## src/rtl/fixed_point_alu_pkg.sv

```systemverilog
// Shared op-codes, FSM states and range constants for the fixed-point ALU.
// Ports: none (package only).
package fixed_point_alu_pkg;

  localparam logic [2:0] OP_PLUS = 3'b000;
  localparam logic [2:0] OP_SUB  = 3'b001;
  localparam logic [2:0] OP_MUL  = 3'b010;
  localparam logic [2:0] OP_DIV  = 3'b011;
  localparam logic [2:0] OP_POW  = 3'b100;

  typedef enum logic [2:0] {
    S_IDLE,
    S_MUL,
    S_DIV,
    S_POW,
    S_POW_INV
  } state_e;

  function automatic logic [63:0] max_pos(input int unsigned n);
    return (64'd1 << (n - 1)) - 64'd1;
  endfunction

  function automatic logic [63:0] min_neg(input int unsigned n);
    return 64'd1 << (n - 1);
  endfunction

endpackage

```

## src/rtl/fixed_point_divider.sv

```systemverilog
// Sequential unsigned restoring divider, one quotient bit per cycle.
// Ports: clk, rst_n, start, dividend, divisor -> quotient, done (1-cycle pulse).
module fixed_point_divider #(
  parameter int N = 16,
  parameter int F = 8
) (
  input  logic           clk,
  input  logic           rst_n,
  input  logic           start,
  input  logic [N+F-1:0] dividend,
  input  logic [N-1:0]   divisor,
  output logic [N+F-1:0] quotient,
  output logic           done
);
  import fixed_point_alu_pkg::*;

  localparam int DW = N + F;
  localparam int CW = $clog2(DW + 1);

  logic [DW-1:0] quo_q, quo_d;
  logic [N-1:0]  rem_q, rem_d;
  logic [N-1:0]  dvs_q, dvs_d;
  logic [CW-1:0] cnt_q, cnt_d;
  logic          busy_q, busy_d;
  logic          done_q, done_d;
  logic [N:0]    shl;
  logic [N:0]    diff;

  always_comb begin
    quo_d  = quo_q;
    rem_d  = rem_q;
    dvs_d  = dvs_q;
    cnt_d  = cnt_q;
    busy_d = busy_q;
    done_d = 1'b0;
    shl    = {rem_q, quo_q[DW-1]};
    diff   = shl - {1'b0, dvs_q};
    if (start) begin
      quo_d  = dividend;
      rem_d  = '0;
      dvs_d  = divisor;
      cnt_d  = CW'(DW);
      busy_d = 1'b1;
    end else if (busy_q) begin
      // quo_q doubles as dividend shifter and quotient collector
      if (diff[N]) begin
        rem_d = shl[N-1:0];
        quo_d = {quo_q[DW-2:0], 1'b0};
      end else begin
        rem_d = diff[N-1:0];
        quo_d = {quo_q[DW-2:0], 1'b1};
      end
      cnt_d = cnt_q - CW'(1);
      if (cnt_q == CW'(1)) begin
        busy_d = 1'b0;
        done_d = 1'b1;
      end
    end
  end

  always_ff @(posedge clk or negedge rst_n) begin
    if (!rst_n) begin
      quo_q  <= '0;
      rem_q  <= '0;
      dvs_q  <= '0;
      cnt_q  <= '0;
      busy_q <= 1'b0;
      done_q <= 1'b0;
    end else begin
      quo_q  <= quo_d;
      rem_q  <= rem_d;
      dvs_q  <= dvs_d;
      cnt_q  <= cnt_d;
      busy_q <= busy_d;
      done_q <= done_d;
    end
  end

  assign quotient = quo_q;
  assign done     = done_q;

endmodule

```

## src/rtl/fixed_point_alu_core.sv

```systemverilog
// Sequential signed Q(I.F) ALU: add, sub, mul, div, integer power; start/done.
// Ports: clk, rst_n, start, op, a, b -> result, done. Macro: FIXED_POINT_ALU_SATURATE_EN.
module fixed_point_alu_core #(
  parameter int INTEGER_PART_WIDTH    = 8,
  parameter int FRACTIONAL_PART_WIDTH = 8,
  localparam int N = INTEGER_PART_WIDTH + FRACTIONAL_PART_WIDTH
) (
  input  logic         clk,
  input  logic         rst_n,
  input  logic         start,
  input  logic [2:0]   op,
  input  logic [N-1:0] a,
  input  logic [N-1:0] b,
  output logic [N-1:0] result,
  output logic         done
);
  import fixed_point_alu_pkg::*;

  localparam int F  = FRACTIONAL_PART_WIDTH;
  localparam int WW = 2 * N + 2;
  localparam int DW = N + F;
  localparam logic [N-1:0] MAX_POS = N'(max_pos(N));
  localparam logic [N-1:0] MIN_NEG = N'(min_neg(N));
  localparam logic [N-1:0] ONE     = N'(64'd1 << F);

  function automatic logic [N-1:0] mag(input logic [N-1:0] x);
    return x[N-1] ? -x : x;
  endfunction

  function automatic logic [N-1:0] fit(input logic signed [WW-1:0] v);
`ifdef FIXED_POINT_ALU_SATURATE_EN
    logic ovf;
    ovf = v[WW-1:N-1] != {(WW-N+1){v[WW-1]}};
    if (ovf) return v[WW-1] ? MIN_NEG : MAX_POS;
    return v[N-1:0];
`else
    return v[N-1:0];
`endif
  endfunction

  state_e               state_q, state_d;
  logic                 pend_q, pend_d;
  logic [2:0]           op_q, op_d;
  logic signed [N-1:0]  a_q, a_d;
  logic signed [N-1:0]  b_q, b_d;
  logic signed [N-1:0]  acc_q, acc_d;
  logic [N-1:0]         cnt_q, cnt_d;
  logic signed [2*N-1:0] prod_q, prod_d;
  logic                 pneg_q, pneg_d;
  logic                 dneg_q, dneg_d;
  logic                 dzero_q, dzero_d;
  logic                 dzneg_q, dzneg_d;
  logic [N-1:0]         result_q, result_d;
  logic                 done_q, done_d;

  logic signed [WW-1:0]  a_x, b_x, sum_x, dif_x;
  logic signed [WW-1:0]  mul_x, pow_x, quo_x, quo_u;
  logic signed [2*N-1:0] pow_p;
  logic signed [N-1:0]   exp_n;
  logic [N-1:0]          dvd_mag, dvs_mag;
  logic                  div_start, div_done;
  logic [DW-1:0]         div_q;

  assign a_x   = WW'(a_q);
  assign b_x   = WW'(b_q);
  assign sum_x = a_x + b_x;
  assign dif_x = a_x - b_x;
  assign mul_x = WW'(prod_q >>> F);
  assign pow_p = (2*N)'(acc_q) * (2*N)'(a_q);
  assign pow_x = WW'(pow_p >>> F);
  assign exp_n = b_q >>> F;
  assign quo_u = WW'({1'b0, div_q});
  assign quo_x = dneg_q ? -quo_u : quo_u;

  // POW_INV divides 1.0 by the accumulator; DIV uses the operands
  always_comb begin
    if (state_q == S_POW) begin
      dvd_mag = ONE;
      dvs_mag = mag(acc_q);
    end else begin
      dvd_mag = mag(a_q);
      dvs_mag = mag(b_q);
    end
  end

  fixed_point_divider #(
    .N (N),
    .F (F)
  ) u_div (
    .clk      (clk),
    .rst_n    (rst_n),
    .start    (div_start),
    .dividend ({dvd_mag, {F{1'b0}}}),
    .divisor  (dvs_mag),
    .quotient (div_q),
    .done     (div_done)
  );

  always_comb begin
    state_d   = state_q;
    pend_d    = pend_q;
    op_d      = op_q;
    a_d       = a_q;
    b_d       = b_q;
    acc_d     = acc_q;
    cnt_d     = cnt_q;
    prod_d    = prod_q;
    pneg_d    = pneg_q;
    dneg_d    = dneg_q;
    dzero_d   = dzero_q;
    dzneg_d   = dzneg_q;
    result_d  = result_q;
    done_d    = done_q;
    div_start = 1'b0;
    unique case (state_q)
      S_IDLE: begin
        if (pend_q) begin
          pend_d = 1'b0;
          unique case (1'b1)
            (op_q == OP_PLUS): begin
              result_d = fit(sum_x);
              done_d   = 1'b1;
            end
            (op_q == OP_SUB): begin
              result_d = fit(dif_x);
              done_d   = 1'b1;
            end
            (op_q == OP_MUL): begin
              prod_d  = (2*N)'(a_q) * (2*N)'(b_q);
              state_d = S_MUL;
            end
            (op_q == OP_DIV): begin
              div_start = 1'b1;
              dneg_d    = a_q[N-1] ^ b_q[N-1];
              dzero_d   = (b_q == '0);
              dzneg_d   = a_q[N-1];
              state_d   = S_DIV;
            end
            (op_q == OP_POW): begin
              acc_d   = ONE;
              cnt_d   = mag(exp_n);
              pneg_d  = exp_n[N-1];
              state_d = S_POW;
            end
            default: begin
              result_d = '0;
              done_d   = 1'b1;
            end
          endcase
        end else if (start) begin
          op_d   = op;
          a_d    = a;
          b_d    = b;
          pend_d = 1'b1;
          done_d = 1'b0;
        end
      end
      S_MUL: begin
        result_d = fit(mul_x);
        done_d   = 1'b1;
        state_d  = S_IDLE;
      end
      S_POW: begin
        if (cnt_q != '0) begin
          acc_d = fit(pow_x);
          cnt_d = cnt_q - N'(1);
        end else if (pneg_q) begin
          div_start = 1'b1;
          dneg_d    = acc_q[N-1];
          dzero_d   = (acc_q == '0);
          dzneg_d   = 1'b0;
          state_d   = S_POW_INV;
        end else begin
          result_d = acc_q;
          done_d   = 1'b1;
          state_d  = S_IDLE;
        end
      end
      S_DIV, S_POW_INV: begin
        if (div_done) begin
          if (dzero_q) result_d = dzneg_q ? MIN_NEG : MAX_POS;
          else         result_d = fit(quo_x);
          done_d  = 1'b1;
          state_d = S_IDLE;
        end
      end
      default: state_d = S_IDLE;
    endcase
  end

  always_ff @(posedge clk or negedge rst_n) begin
    if (!rst_n) begin
      state_q  <= S_IDLE;
      pend_q   <= 1'b0;
      op_q     <= '0;
      a_q      <= '0;
      b_q      <= '0;
      acc_q    <= '0;
      cnt_q    <= '0;
      prod_q   <= '0;
      pneg_q   <= 1'b0;
      dneg_q   <= 1'b0;
      dzero_q  <= 1'b0;
      dzneg_q  <= 1'b0;
      result_q <= '0;
      done_q   <= 1'b0;
    end else begin
      state_q  <= state_d;
      pend_q   <= pend_d;
      op_q     <= op_d;
      a_q      <= a_d;
      b_q      <= b_d;
      acc_q    <= acc_d;
      cnt_q    <= cnt_d;
      prod_q   <= prod_d;
      pneg_q   <= pneg_d;
      dneg_q   <= dneg_d;
      dzero_q  <= dzero_d;
      dzneg_q  <= dzneg_d;
      result_q <= result_d;
      done_q   <= done_d;
    end
  end

  assign result = result_q;
  assign done   = done_q;

endmodule

```

## config.mk

```make
export PLATFORM = sky130hd
export DESIGN_NAME = fixed_point_alu_core
export DESIGN_NICKNAME = d
export VERILOG_FILES = /design/src/rtl/fixed_point_alu_pkg.sv /design/src/rtl/fixed_point_divider.sv /design/src/rtl/fixed_point_alu_core.sv
export SDC_FILE = /design/constraint.sdc
export NUM_CORES = 2
export LEC_CHECK = 0
export BUFFER_PORTS_ARGS = -buffer_cell sky130_fd_sc_hd__buf_2
export CAP_MARGIN = 20
export CORE_ASPECT_RATIO = 1.75
export CORE_UTILIZATION = 40
export DETAILED_ROUTE_END_ITERATION = 6
export GPL_TIMING_DRIVEN = 0
export HOLD_SLACK_MARGIN = 0.03
export SLEW_MARGIN = 20
export SYNTH_ARGS = -nofsm -noshare
export SYNTH_HDL_FRONTEND = slang
export SYNTH_SLANG_ARGS = --single-unit
```

## constraint.sdc

```tcl
create_clock -name clk -period 13.22 [get_ports clk]
set_input_delay 3.305 -clock clk [delete_from_list [all_inputs] [get_ports clk]]
set_output_delay 3.305 -clock clk [all_outputs]
set_load 0.02 [all_outputs]
```

==> metrics.md <==
| Metric | Value |
|---|---|
| Status | finished with violations |
| Failing checks | DRC |
| Place WS | 4.98 ns |
| Setup Buffers After CTS | 0 |
| Max Cap Violations | 0 |
| Vias/cell | 5.46 |
| Worst-path clk slew | 0.07 ns |
| Leading cell types in the layout, fill and taps excluded | inv_1, fa_1, nand2_1, and2_1, ha_1 |
| Register bit total from synthesis | 171 |
| Critical path class | reg -> reg |
| CTS Sinks | 171 |
| Drt first pass iters | 7 |
| Die Wd | 193 µm |
| Sequential share of the synthesized area | 16.7% |
| Slew HR | 16.7% |
| Clock Skews | 0.0124 ns |
| Routed Antenna Nets | 0 |
| Drt total wl | 90.1 mm |
| Wire length per cell | 23.8 µm |
| HP Class | reg -> reg |
| DR DRC count | 14 |
| Synth Flop Type | dfrtp_1 |
| EDFF count, synth | 0 |
| Worst setup margin | 4.98 ns |
| Final HPWL DP | 74.3 mm |
| Largest net degree at the start of global routing | 89 |
| Io pins | 55 |
| Hold Vio Cnt, Final | 0 |
| Final TNS setup | 0 ns |
| Hold_buf cts | 0 |
| Asr flop ratio synth | 100% |
| WP data arrival | 8.57 ns |
| Total GRT Usage | 28.8% |
| Share of cells above drive strength 1 | 6.02% |
| CORE AREA | 0.0632 mm² |
| Post-Syn Instances | 2888 |
| Initial antenna violation count | 8 |
| Grt ovf | 0 |
| CTS tree | done |
| Worst-case clock buffer depth | 2 |
| Max Slew Vio Count | 0 |
| Global placement routability congestion | 0.984 |
| Top routing layer used | met5 |
| Mean post-synth cell area | 8.85 µm² |
| Worst setup SP type | register |
| Vias in the first global route | 22100 |
| Port Buffers | 54 |
| Period utilization | 62.3% |
| Worst-skew pair later-pin latency | 0.48 ns |
| Die height | 336 µm |
| First-pass GRT wire length | 134 mm |
| Initial Util | 40.5% |
| Number of setup violations in the final report | 0 |
| Number of buffers created by CTS | 17 |
| Rows | 122 |
| YS warnings | 0 |
| Die area | 0.0650 mm² |
| Metal2 WL | 47.0 mm |
| Crit path max fanout | 10 |
| Slew @ Worst Pin | 1.25 ns |
| Layout net count | 3554 |
| Netlist Area Pre-Place | 0.0256 mm² |
| H-tree Lvls | 4 |
| Leading cell type in the layout, fill and taps excluded | inv_1 |
| Syn_nets | 3480 |
| Post-layout min period | 8.24 ns |
| M1 wire length | 28.4 mm |
| Post-synth cell types | 76 |
| Worst setup EP type | register |
| Routed vias | 20700 |
| Syn-to-layout area delta | 7.31% |
| Post-cts repair resize count | 0 |
| Drt initial violations | 1113 |
| Fmax | 121 MHz |
| RSZ-0062 raised after global routing | false |
| Root buf cell | clkbuf_16 |
| Met3 wire len | 4.56 mm |
| WP data required | 13.55 ns |
[state kept, by name, indices dropped and copies added (netlist names), 3 cells and up]
signal,flops
b_q,16
cnt_q,16
a_q,16
acc_q,16
u_div.quotient,24
result,16
u_div.cnt_q,5
prod_q,16
u_div.dvs_q,16
state_q,3
op_q,3
u_div.rem_q,16
[final cells by class]
cell class | count | area (µm²)
Fill cell | 6460 | 35800
Timing Repair Buffer | 55 | 308
Inverter | 530 | 1990
Tap cell | 806 | 1010
Clock inverter | 14 | 110
Buffer | 172 | 673
Multi-Input combinational cell | 2015 | 18600
Antenna cell | 3 | 7.51
Sequential cell | 171 | 4280
Clock buffer | 18 | 429
[kinds of logic after synthesis]
family                     count (synthesis)  synth area share (%)
AOI/OAI and AO/OA                        337                  8.37
muxes                                     89                  3.74
DFF                                      171                  16.7
adders and majority gates                554                  38.1
xor gates and xnor gates                 179                  6.13
and+or+nand+nor                          856                  16.5
buffers and inverters                    702                  10.4
[critical path, stage by stage (launching register included)]
cell and delay (ns):
dfrtp_1 0.51, clkbuf_1 0.60, clkbuf_1 0.72, nand2_1 0.18, fa_1 0.55, fa_1 0.60, fa_1 0.47, fa_1 0.54
inv_1 0.05, fa_1 0.52, inv_1 0.05, fa_1 0.52, inv_1 0.04, ha_1 0.19, or3_1 0.36, a2111o_1 0.43
o211ai_1 0.29, nand3_1 0.21, nand2_1 0.14, o2111ai_1 0.31, o31ai_1 0.47, xnor2_1 0.22, o21ai_0 0.11
[synthesized netlist by cell type, types with 4 or more instances]
library cell / n / area (µm²)
inv_1: 529 / 1990
fa_1: 374 / 7490
nand2_1: 343 / 1290
and2_1: 220 / 1380
ha_1: 180 / 2250
dfrtp_1: 171 / 4280
clkbuf_1: 141 / 529
o21ai_0: 133 / 666
xnor2_1: 104 / 911
nor2_1: 100 / 375
xor2_1: 75 / 657
a21oi_1: 63 / 315
mux2_2: 53 / 597
nand3_1: 46 / 230
mux2i_1: 36 / 360
nor3_1: 34 / 170
or3_1: 21 / 131
buf_1: 20 / 75.1
nand2b_1: 19 / 119
o31ai_1: 14 / 105
nor2b_1: 13 / 81.3
a21o_1: 12 / 90.1
a22oi_1: 12 / 90.1
and3_1: 12 / 75.1
o211ai_1: 11 / 82.6
a41oi_1: 10 / 87.6
a211oi_1: 8 / 60.1
a31oi_1: 8 / 50.1
nor4_1: 8 / 50.1
or2_2: 8 / 50.1
buf_2: 7 / 35.0
nand4_1: 7 / 43.8
o21a_1: 7 / 52.6
o22ai_1: 7 / 43.8
nand3b_1: 6 / 45.0
or4_1: 6 / 45.0
a222oi_1: 4 / 40.0
o41ai_1: 4 / 35.0
or3_4: 4 / 45.0
[metal layers]
metal	vias to the layer above	global-route usage [%]
met5	-	0
met4	4	27.3
met3	375	4.09
met2	775	52.0
met1	10400	27.4
li1	9137	-
[final timing paths]
| path | startpoint | depth (start not counted) | endpoint | slack (ns) |
|---|---|---|---|---|
| worst max-delay path | a_q[1]$_DFFE_PN0P_ | 22 | acc_q[15]$_DFFE_PN0P_ | 4.98 |
| worst min-delay path | done$_DFFE_PN0P_ | 1 | done$_DFFE_PN0P_ | 0.48 |
| worst max register to register | a_q[1]$_DFFE_PN0P_ | 22 | acc_q[15]$_DFFE_PN0P_ | 4.98 |
| worst min register to register | done$_DFFE_PN0P_ | 1 | done$_DFFE_PN0P_ | 0.48 |
| max in group asynchronous | rst_n | 2 | cnt_q[13]$_DFFE_PN0P_ | 9.46 |
| min in group asynchronous | rst_n | 1 | u_div.cnt_q[2]$_DFFE_PN0P_ | 2.82 |
[metrics by stage]
step / area [µm²] / std cells / hold slack [ns] / util, %
after floorplan: 25600 / 2888 / 0.449 / -
after global placement: 26800 / 3748 / 0.466 / 42.5
after detailed placement: 26900 / 3749 / 0.473 / 42.5
after CTS: 27400 / 3781 / 0.488 / 43.4
after global routing: 27400 / 3781 / 0.520 / 43.4
final: 27400 / 3784 / 0.483 / 43.4
Power is not shown: default switching activity piles up to over one toggle a cycle in this logic, so the estimate is an artifact.
